$ cat src/rtl/param_ser_pkg.sv
// Shared types and sizing helpers for the parameterised word-to-slice serializer.
package param_ser_pkg;

  typedef enum logic [1:0] {
    IDLE      = 2'd0,
    LOAD_INIT = 2'd1,
    SHIFT     = 2'd2
  } state_e;

  function automatic int num_slices(input int word_w, input int slice_w);
    return (slice_w > 0) ? (word_w / slice_w) : 1;
  endfunction

  // A single-slice word still needs a 1-bit index port.
  function automatic int idx_width(input int n);
    return (n <= 1) ? 1 : $clog2(n);
  endfunction

endpackage

$ cat src/rtl/param_word_serializer.sv
// Accepts one word on a valid/ready input and emits it as NUM_SLICES slices on a
// valid/ready output, optionally self-loading INIT_WORD once after each reset.
module param_word_serializer
  import param_ser_pkg::*;
#(
  parameter int          WORD_WIDTH  = 16,
  parameter int          SLICE_WIDTH = 8,
  parameter bit          MSB_FIRST   = 1'b1,
  parameter bit          AUTO_LOAD   = 1'b0,
  parameter logic [63:0] INIT_WORD   = 64'h1234
) (
  input  logic                                               clk,
  input  logic                                               rst,
  input  logic                                               in_valid,
  output logic                                               in_ready,
  input  logic [WORD_WIDTH-1:0]                              in_word,
  output logic                                               out_valid,
  input  logic                                               out_ready,
  output logic [SLICE_WIDTH-1:0]                             out_slice,
  output logic [idx_width(num_slices(WORD_WIDTH, SLICE_WIDTH))-1:0] out_index,
  output logic                                               out_last,
  output logic                                               busy,
  output logic [15:0]                                        words_done
);

  localparam int                    NUM_SLICES  = num_slices(WORD_WIDTH, SLICE_WIDTH);
  localparam int                    IDX_W       = idx_width(NUM_SLICES);
  localparam logic [IDX_W-1:0]      LAST_IDX    = IDX_W'(NUM_SLICES - 1);
  localparam logic [WORD_WIDTH-1:0] INIT_VAL    = WORD_WIDTH'(INIT_WORD);
  localparam state_e                RESET_STATE = AUTO_LOAD ? LOAD_INIT : IDLE;

  generate
    if ((SLICE_WIDTH < 1) || (WORD_WIDTH < 1) || ((WORD_WIDTH % SLICE_WIDTH) != 0)) begin : g_bad_params
      $fatal(1, "param_word_serializer: WORD_WIDTH must be a nonzero multiple of SLICE_WIDTH");
    end
  endgenerate

  state_e                r_state;
  state_e                w_state_nxt;
  logic [WORD_WIDTH-1:0] r_word;
  logic [IDX_W-1:0]      r_index;
  logic [15:0]           r_words_done;
  logic                  w_load;
  logic [WORD_WIDTH-1:0] w_load_word;
  logic                  w_advance;
  logic                  w_done;
  logic                  w_shift;
  logic                  w_last;
  logic [IDX_W-1:0]      w_sel;

  assign w_shift = (r_state == SHIFT);
  assign w_last  = w_shift && (r_index == LAST_IDX);
  // Emission position k maps to a physical slice; MSB-first walks from the top.
  assign w_sel   = MSB_FIRST ? (LAST_IDX - r_index) : r_index;

  assign in_ready   = (r_state == IDLE);
  assign busy       = (r_state != IDLE);
  assign out_valid  = w_shift;
  assign out_last   = w_last;
  assign out_index  = r_index;
  assign out_slice  = r_word[int'(w_sel) * SLICE_WIDTH +: SLICE_WIDTH];
  assign words_done = r_words_done;

  // Next-state and datapath control decode.
  always_comb begin
    w_state_nxt = r_state;
    w_load      = 1'b0;
    w_load_word = in_word;
    w_advance   = 1'b0;
    w_done      = 1'b0;
    case (r_state)
      IDLE: begin
        if (in_valid) begin
          w_load      = 1'b1;
          w_state_nxt = SHIFT;
        end else begin
          w_state_nxt = IDLE;
        end
      end
      LOAD_INIT: begin
        w_load      = 1'b1;
        w_load_word = INIT_VAL;
        w_state_nxt = SHIFT;
      end
      SHIFT: begin
        if (out_ready && w_last) begin
          w_done      = 1'b1;
          w_state_nxt = IDLE;
        end else if (out_ready) begin
          w_advance   = 1'b1;
        end else begin
          w_state_nxt = SHIFT;
        end
      end
      default: begin
        w_state_nxt = IDLE;
      end
    endcase
  end

  // State, word, index and completed-word counter registers.
  always_ff @(posedge clk) begin
    if (rst) begin
      r_state      <= RESET_STATE;
      r_word       <= '0;
      r_index      <= '0;
      r_words_done <= 16'd0;
    end else begin
      r_state <= w_state_nxt;
      if (w_load) begin
        r_word  <= w_load_word;
        r_index <= '0;
      end else if (w_advance) begin
        r_index <= r_index + IDX_W'(1);
      end
      if (w_done) begin
        r_words_done <= r_words_done + 16'd1;
      end
    end
  end

endmodule
$ cat config.mk
export PLATFORM = sky130hd
export DESIGN_NAME = param_word_serializer
export DESIGN_NICKNAME = d
export VERILOG_FILES = /design/src/rtl/param_ser_pkg.sv /design/src/rtl/param_word_serializer.sv
export SDC_FILE = /design/constraint.sdc
export NUM_CORES = 1
export LEC_CHECK = 0
export CAP_MARGIN = 20
export CELL_PAD_IN_SITES_DETAIL_PLACEMENT = 0
export CELL_PAD_IN_SITES_GLOBAL_PLACEMENT = 1
export CORE_ASPECT_RATIO = 1.75
export CORE_MARGIN = 2
export CORE_UTILIZATION = 35
export DETAILED_ROUTE_END_ITERATION = 6
export PLACE_DENSITY = 0.8
export SKIP_LAST_GASP = 1
export SLEW_MARGIN = 10
export SYNTH_ARGS = -nofsm -noshare
export SYNTH_HDL_FRONTEND = slang
export SYNTH_SLANG_ARGS = --single-unit
$ cat constraint.sdc
create_clock -name clk -period 3.55 [get_ports clk]
set_input_delay 0.5325 -clock clk [delete_from_list [all_inputs] [get_ports clk]]
set_output_delay 0.5325 -clock clk [all_outputs]
set_load 0.01 [all_outputs]
==> metrics.txt, run 1 <==
CP max FO=14; net switching power=0.000184 W; worst r2r src=out_index; nature of the critical path endpoint=output pin; sequential share of the synthesized area=47.0%; PD cells=between 300 and 400 nW/um^2; GRT met2 Usage=about a quarter; combinational share of power=10.2%; leakage=a little over 0.7 nW; switch share=22.4%; Clock Latency Late Sink=just under 300 ps; Max-cap violations=0; GRT Util Overall=16.0%; Setup Fix Bufs, Post-CTS=0; die area=between 4000 and 5000 sq um; post_cts resized=0; Die Height=89.1 um; Worst-path clk slew=about 70 ps; global route hottest layer=met2; largest net degree at the start of global routing=35; area growth from synthesis to layout=42.7%; ANT cells=0; min-delay worst type=reg2reg; Syn Nets=193; crit share post-route=68.1%; footprint of the multi-input gates=712 sq um; Max Clock Freq=413 MHz; Layout Nets=239; number of I/O pins=49; status=completed; DR pass1 iterations=4; area of the mapped netlist=1450 sq um; GR Util met3=4.52%; post-route minimum period=2420 ps; drt via density=4.75; first-pass GRT wire length=5460 um; initial antenna violation count=0; register bit total from synthesis=34; H-tree levels=2; wire per inst=roughly 12 um; Synthesis Warnings=0; Starting Density=35.6%; mean area per synthesized cell=8.42 sq um; Startpoint Class=register; CTS Sinks=34; fin util=50.8%; sequential share of power=between 40% and 50%; share of layout cells above drive strength 1=between 10% and 20%; TritonCTS Buffers=5; clock share of power=40.8%; Reg area=681 sq um; IO Port Bufs=48; final setup fails=0; library cells used by synthesis=27; met1 Use GR=17.1%; vias in the first global route=~1300; worst hold start=r_word[10]; width of the die=52.6 um; CTS tree=yes; RSZ-0062 raised after global routing=no; Fillers=424; std cell rows=31; Hold Fails Final Rpt=0; Slew headroom=about three fifths; clock root buffer=clkbuf_8; instance count of the mapped netlist=172; Total Wirelength=~3200 um; DRC=0; total gr overflow=0; Worst Max-Slew Pin Slew=between 600 and 700 ps; CP Launch Point=out_index; Clock Skew=5.62 ps; core area=4070 sq um; routability cong.=0.717; Int Pwr=between 0.0006 and 0.0007 W; Final TNS setup=0 ps; via count=1272; dpl hpwl=2290 um; Bufs on Longest Clock Path=2; CTS hold repair buffers=0; Final Slew Violations=0; DR iter-0 viols=14; CP Class=reg2out; post-detailed-route count of antenna-violating nets=0; maximum vdd drop=0.255 mV; worst path required time=between 3000 and 4000 ps; Crit path arrival time=1890 ps
-- registers in the layout, summed over array words and instances (netlist names) --
signal	cells
out_index	1
r_state	1
r_word	16
words_done	16
-- cells by family after synthesis --
kind of cell / synth area share [%]
compound gates: 9.24
xor+xnor: 6.65
fa+ha+maj: 0.863
buf+inv: 3.89
flops: 47.0
mux: 6.91
simple gates: 25.5
-- synthesized netlist by cell type (all sizes together) --
cell	n	area, sq um
nand2	38	143
dfxtp	34	681
a21oi	21	105
nor2	13	48.8
clkbuf	9	33.8
mux2	8	90.1
xnor2	8	70.1
nand4	5	46.3
nor3	5	25.0
inv	4	15.0
nand3	4	20.0
o21ai	4	20.0
nor4	3	18.8
or3	3	20.0
xor2	3	26.3
and3	2	13.8
a31o	1	8.76
and2	1	7.51
and2b	1	8.76
buf	1	7.51
ha	1	12.5
mux2i	1	10.0
nand2b	1	6.26
or4	1	11.3
-- critical path, cell delays in order (launching register included) --
cell             delay [ps]
dfxtp_1                 710
mux2_2                  400
clkdlybuf4s50_1         490
-- per-layer routing --
layer	vias up	part of all wire, %
li1	672	-
met1	558	42
met2	36	50
met3	6	4.7
met4	0	3.0
met5	-	0
-- per-stage QoR --
| stage | cells | total power, W | setup WS [ps] | cell area (sq um) | hold WS, ps |
|---|---|---|---|---|---|
| floorplan | 172 | 0.000450 | 1770 | 1450 | 433 |
| global placement | 260 | 0.000497 | 1170 | 1960 | 439 |
| detailed placement | 260 | 0.000498 | 1150 | 1960 | 444 |
| CTS | 268 | 0.000834 | 1080 | 2070 | 454 |
| global route | 268 | 0.000857 | 1020 | 2070 | 469 |
| finish | 268 | 0.000823 | 1130 | 2070 | 453 |
-- worst paths after layout --
path	slack [ps]	cells past startpoint	end
max	1130	2	out_slice[1]
min	450	2	r_word[10]
max reg2reg	1390	4	words_done[15]
min reg2reg	450	2	r_word[10]
-- power groups by stage --
| stage | clock network, W | logic (W) | registers (W) |
|---|---|---|---|
| 5_1_grt | 0.000358 | 0.0000932 | 0.000405 |
| 3_3_place_gp | 0 | 0.0000849 | 0.000412 |
| 4_1_cts | 0.000344 | 0.0000854 | 0.000404 |
| 6_report | 0.000336 | 0.0000837 | 0.000403 |
| 3_5_place_dp | 0 | 0.0000850 | 0.000413 |
| 2_1_floorplan | 0 | 0.0000413 | 0.000409 |
-- final cells by class --
cell class,instances,area share (%)
Inverter,4,0.726
Multi-Input combinational cell,124,34.4
Sequential cell,34,32.9
Tap cell,49,2.97
Timing Repair Buffer,49,23.6
Clock buffer,8,5.33
-- placed cells by master, fill, tap and decap left out, types with 2 or more instances in the layout --
| cell | count |
|---|---|
| mux2_2 | 8 |
| or3_1 | 2 |
| clkbuf_8 | 8 |
| xor2_1 | 3 |
| nor3_1 | 5 |
| dfxtp_1 | 34 |
| clkdlybuf4s50_1 | 48 |
| xnor2_1 | 8 |
| inv_1 | 4 |
| nand2_1 | 38 |
| a21oi_1 | 21 |
| o21ai_0 | 4 |
| nand3_1 | 4 |
| nor4_1 | 3 |
| nor2_1 | 13 |
| nand4_1 | 4 |
Note: power is estimated with default switching activity, not from simulation.
==> run 2, diff against run 1 <==
--- a/config.mk
+++ b/config.mk
@@ -10,9 +10,9 @@
 export CELL_PAD_IN_SITES_GLOBAL_PLACEMENT = 1
 export CORE_ASPECT_RATIO = 1.75
 export CORE_MARGIN = 2
-export CORE_UTILIZATION = 35
+export CORE_UTILIZATION = 29
 export DETAILED_ROUTE_END_ITERATION = 6
-export PLACE_DENSITY = 0.8
+export PLACE_DENSITY = 0.71
 export SKIP_LAST_GASP = 1
 export SLEW_MARGIN = 10
 export SYNTH_ARGS = -nofsm -noshare
==> constraint.sdc (replaced) <==
create_clock -name clk -period 2.1 [get_ports clk]
set_input_delay 0.315 -clock clk [delete_from_list [all_inputs] [get_ports clk]]
set_output_delay 0.315 -clock clk [all_outputs]
set_load 0.01 [all_outputs]
==> run 2 against run 1 <==
Compared with the run above:
- clock-buffer cell count decreased by 1
- final cell count increased by 4.5%
- worst setup slack got worse by 1000 ps
- largest power group unchanged
- clock power increased by 48%
- highest routed layer unchanged
- global-route usage decreased by 2.3 points
- total power increased by 62%
- via count increased by 4.8%
- flip-flop and latch count unchanged
==> metrics.txt, run 2 (same netlist as run 1, synthesis figures left out) <==
status=completed; DP Worst Slack=~46 ps; Crit path arrival time=1680 ps; CP max FO=6; width of the die=57.4 um; Max Clock Freq=501 MHz; RSZ-0062 raised after global routing=no; Total Wirelength=around 3500 um; Final TNS setup=0 ps; Reg area=682 sq um; Max-cap violations=0; TritonCTS Buffers=5; via count=1333; Fillers=505; sequential share of power=approximately 51%; clock root buffer=clkbuf_8; DRC=0; std cell rows=34; R2R cell count=4; maximum vdd drop=0.415 mV; min-delay worst type=reg2reg; net switching power=0.000310 W; Reg-to-Reg End=words_done[15]; IO Port Bufs=48; Hold Fails Final Rpt=0; Final Slew Violations=0; combinational share of power=11.6%; GRT Util Overall=between 10% and 20%; Starting Density=between 20% and 30%; core area=4890 sq um; dpl hpwl=2550 um; wire per inst=12.4 um; commonest cells after routing, fill and taps aside=48 x clkdlybuf4s50_1, 38 x nand2_1, 33 x dfxtp_1, 21 x a21oi_1, 13 x nor2_1; ANT cells=0; Die Height=97.5 um; r2r setup slk=300 ps; clock share of power=37.4%; Setup Fix Bufs, Post-CTS=0; PD cells=630 nW/um^2; switch share=23.3%; post-detailed-route count of antenna-violating nets=0; share of layout cells above drive strength 1=13.7%; post-route minimum period=roughly 2000 ps; H-tree levels=2; worst path required time=1780 ps; CP max stage delay=between 400 and 500 ps; largest net degree at the start of global routing=35; Bufs on Longest Clock Path=2; crit-path cells=buf_4, mux2_2, clkdlybuf4s50_1; slowest CP cell=clkdlybuf4s50_1; initial antenna violation count=0; CP Class=reg2out; Startpoint Class=register; most common library cell in the layout ignoring fill and taps=clkdlybuf4s50_1; vias in the first global route=1316; Worst Max-Slew Pin Slew=555 ps; Layout Nets=~250; Hold Path Depth=2; CTS Sinks=34; first-pass GRT wire length=approximately 6000 um; Clock Skew=2.99 ps; footprint of the multi-input gates=712 sq um; crit share post-route=95.0%; Final WS setup=104 ps; DR iter-0 viols=15; nature of the critical path endpoint=output pin; fin util=43.1%; Int Pwr=0.00102 W; Slew headroom=between 60 and 70%; worst hold start=r_word[10]; area growth from synthesis to layout=45.5%; total gr overflow=0; number of I/O pins=49; Clock Latency Late Sink=280 ps; DR pass1 iterations=4; drt via density=4.76; final setup fails=0; leakage=0.751 nW; routability cong.=between 0.7 and 0.8; Worst Hold End=r_word[10]; worst r2r src=words_done[2]; die area=5600 sq um; Worst-path clk slew=70 ps; CTS tree=yes
[run 2: cell count changes in the layout (fill, tap and decap cells not counted), sizes merged]
cell	change
buf	+7
clkbuf	-1
clkinv	+1
[run 2: final cells by class]
cell class / count / area share, %
Sequential cell: 34 / 32.3
Clock buffer: 7 / 4.09
Inverter: 4 / 0.712
Timing Repair Buffer: 56 / 25.6
Clock inverter: 1 / 0.237
Tap cell: 54 / 3.20
Multi-Input combinational cell: 124 / 33.8
[run 2: how the worst max path moves through the flow]
stage,start,endpoint,cells past startpoint
floorplan,r_state[1],words_done[15],4
global placement,out_ready,words_done[15],5
detailed placement,out_ready,words_done[13],5
CTS,out_index,out_slice[6],3
global route,out_index,out_slice[6],3
finish,out_index,out_slice[4],3
[run 2: metrics by stage]
stage	instances	hold slack (ps)	total power, W	area [sq um]
after floorplan	172	433	0.000761	1450
after global placement	272	440	0.000849	2020
after detailed placement	272	447	0.000849	2020
after CTS	280	457	0.00135	2110
after global routing	280	472	0.00139	2110
final	280	453	0.00133	2110
[run 2: worst max-delay path, delay by kind of cell, from the launching register on]
family	cells	cell delay [ps]
buffers and inverters	2	660
flip-flops	1	410
multiplexers	1	330
[run 2: what timing repair did]
action,CTS,global route
endpoints found under the setup margin,5,0
hold buffers,0,0
gates resized for setup,1,0
endpoints found under the hold margin,0,0
[run 2: power by group through the flow]
stage	Sequential, W	Combinational (W)	Clock (W)
3_3_place_gp	0.000692	0.000157	0
5_1_grt	0.000680	0.000171	0.000541
3_5_place_dp	0.000692	0.000157	0
6_report	0.000678	0.000155	0.000497
4_1_cts	0.000678	0.000158	0.000512
2_1_floorplan	0.000691	0.0000699	0
[run 2: metal layers]
layer	track usage (%)	vias to the layer above	part of all wire (%)
li1	-	680	-
met1	15.3	608	40
met2	23.1	37	53
met3	3.73	8	5.0
met4	6.44	0	2.4
met5	0	-	0
==> run 3, diff against run 2 <==
--- a/config.mk
+++ b/config.mk
@@ -10,9 +10,9 @@
 export CELL_PAD_IN_SITES_GLOBAL_PLACEMENT = 1
 export CORE_ASPECT_RATIO = 1.75
 export CORE_MARGIN = 2
-export CORE_UTILIZATION = 29
+export CORE_UTILIZATION = 32
 export DETAILED_ROUTE_END_ITERATION = 6
-export PLACE_DENSITY = 0.71
+export PLACE_DENSITY = 0.74
 export SKIP_LAST_GASP = 1
 export SLEW_MARGIN = 10
 export SYNTH_ARGS = -nofsm -noshare
==> constraint.sdc (replaced) <==
create_clock -name clk -period 2.05 [get_ports clk]
set_input_delay 0.3075 -clock clk [delete_from_list [all_inputs] [get_ports clk]]
set_output_delay 0.3075 -clock clk [all_outputs]
set_load 0.01 [all_outputs]
==> run 3 against run 2 <==
Compared with the run above:
- final cell count down 1.4%
- design area decreased by 0.89%
- clock skew about the same
==> metrics.txt, run 3 (same netlist as run 1, synthesis figures left out) <==
RSZ-0062 raised after global routing=no; most common library cell in the layout ignoring fill and taps=clkdlybuf4s50_1; GRT Util Overall=14.9%; via count=1343; ANT cells=0; post-detailed-route count of antenna-violating nets=0; Hold Path Depth=2; dpl hpwl=approximately 2600 um; critical path depth=3; Final TNS setup=0 ps; slowest CP cell=clkdlybuf4s50_1; number of I/O pins=49; drt via density=just under 5; wire per inst=12.5 um; Crit path arrival time=1640 ps; min-delay worst type=reg2reg; post-route insts no fill=276; first-pass GRT wire length=roughly 5600 um; Final Slew Violations=0; Crit path max-delay family=buffers and inverters; Starting Density=33.2%; vias in the first global route=1298; nature of the critical path endpoint=output pin; largest net degree at the start of global routing=35; CTS Sinks=34; IO Port Bufs=48; clock root buffer=clkbuf_8; die area=around 5000 sq um; routability cong.=between 0.7 and 0.8; leakage=0.743 nW; crit-path cells=buf_4, mux2_2, clkdlybuf4s50_1; post-route minimum period=1940 ps; H-tree levels=2; final setup fails=0; worst path required time=approximately 1700 ps; CP max stage delay=480 ps; Max Clock Freq=515 MHz; CTS tree=yes; total gr overflow=0; core area=4360 sq um; share of layout cells above drive strength 1=12.9%; initial antenna violation count=0; Clock Latency Late Sink=~280 ps; std cell rows=32; maximum vdd drop=0.348 mV; Die Height=93.0 um; crit share post-route=94.8%; CP bufs+invs=2; Final WS setup=107 ps; Bufs on Longest Clock Path=2; Slew headroom=65.9%; DP Worst Slack=-8.58 ps; Clock Skew=3.38 ps; Min Hold Slack=453 ps; area growth from synthesis to layout=44.2%; Setup Fix Bufs, Post-CTS=0; DRC=0; total power=0.00131 W; Startpoint Class=register; Max-cap violations=0; status=completed; width of the die=54.9 um; DP Cell Count=269; TritonCTS Buffers=5; DR pass1 iterations=4; R2R cell count=4; CTS hold repair buffers=0; Layout Nets=246; Fillers=439; CP max FO=7; Worst Max-Slew Pin Slew=511 ps; DR iter-0 viols=21; Total Wirelength=between 3000 and 4000 um; Worst-path clk slew=70 ps; PD cells=628 nW/um^2; commonest cells after routing, fill and taps aside=48 x clkdlybuf4s50_1, 38 x nand2_1, 33 x dfxtp_1, 21 x a21oi_1, 13 x nor2_1; CP Class=reg2out; Hold Fails Final Rpt=0
[run 3: worst paths after layout]
check,start,endpoint,slack [ps]
setup reg to reg,words_done[4],words_done[13],240
hold / removal,r_word[2],r_word[2],450
setup / recovery,out_index,out_slice[2],110
hold reg to reg,r_word[2],r_word[2],450
[run 3: worst register-to-register path, cell delays in order (launching register included)]
cell and delay, ps:
dfxtp_1 410, nand4_1 240, or4_4 580, or3_1 360, a21oi_1 150
[run 3: timing repair]
action | CTS | global route
endpoints found under the setup margin | 0 | 5
gates resized for setup | 0 | 1
hold endpoints to repair | 0 | 0
[run 3: metrics by stage]
step | instance area, sq um | util [%]
CTS | 2090 | 47.8
finish | 2090 | 47.9
global route | 2090 | 47.9
detailed placement | 2010 | 46.1
floorplan | 1450 | -
global placement | 2010 | 46.1
[run 3: report_power, final]
part	leakage (nW)	internal, W	switching (W)
logic	0.427	0.0000915	0.0000688
registers	0.277	0.000682	0.0000112
clock network	0.0383	0.000234	0.000225
total	0.743	0.00101	0.000305
[run 3: routing by layer]
layer	part of all wire [%]	GRT usage, %	up-vias	wire (um)
li1	-	-	677	-
met1	38	15.0	616	1310
met2	54	26.2	45	1870
met3	5.9	4.31	5	204
met4	2.1	6.88	0	71
met5	0	0	-	0
[run 3: cell type report]
class / count / area [sq um] / area share (%)
Multi-Input combinational cell: 124 / 712 / 34.1
Sequential cell: 34 / 682 / 32.6
Timing Repair Buffer: 56 / 541 / 25.9
Clock buffer: 7 / 76.3 / 3.65
Tap cell: 51 / 63.8 / 3.05
Inverter: 4 / 15.0 / 0.719
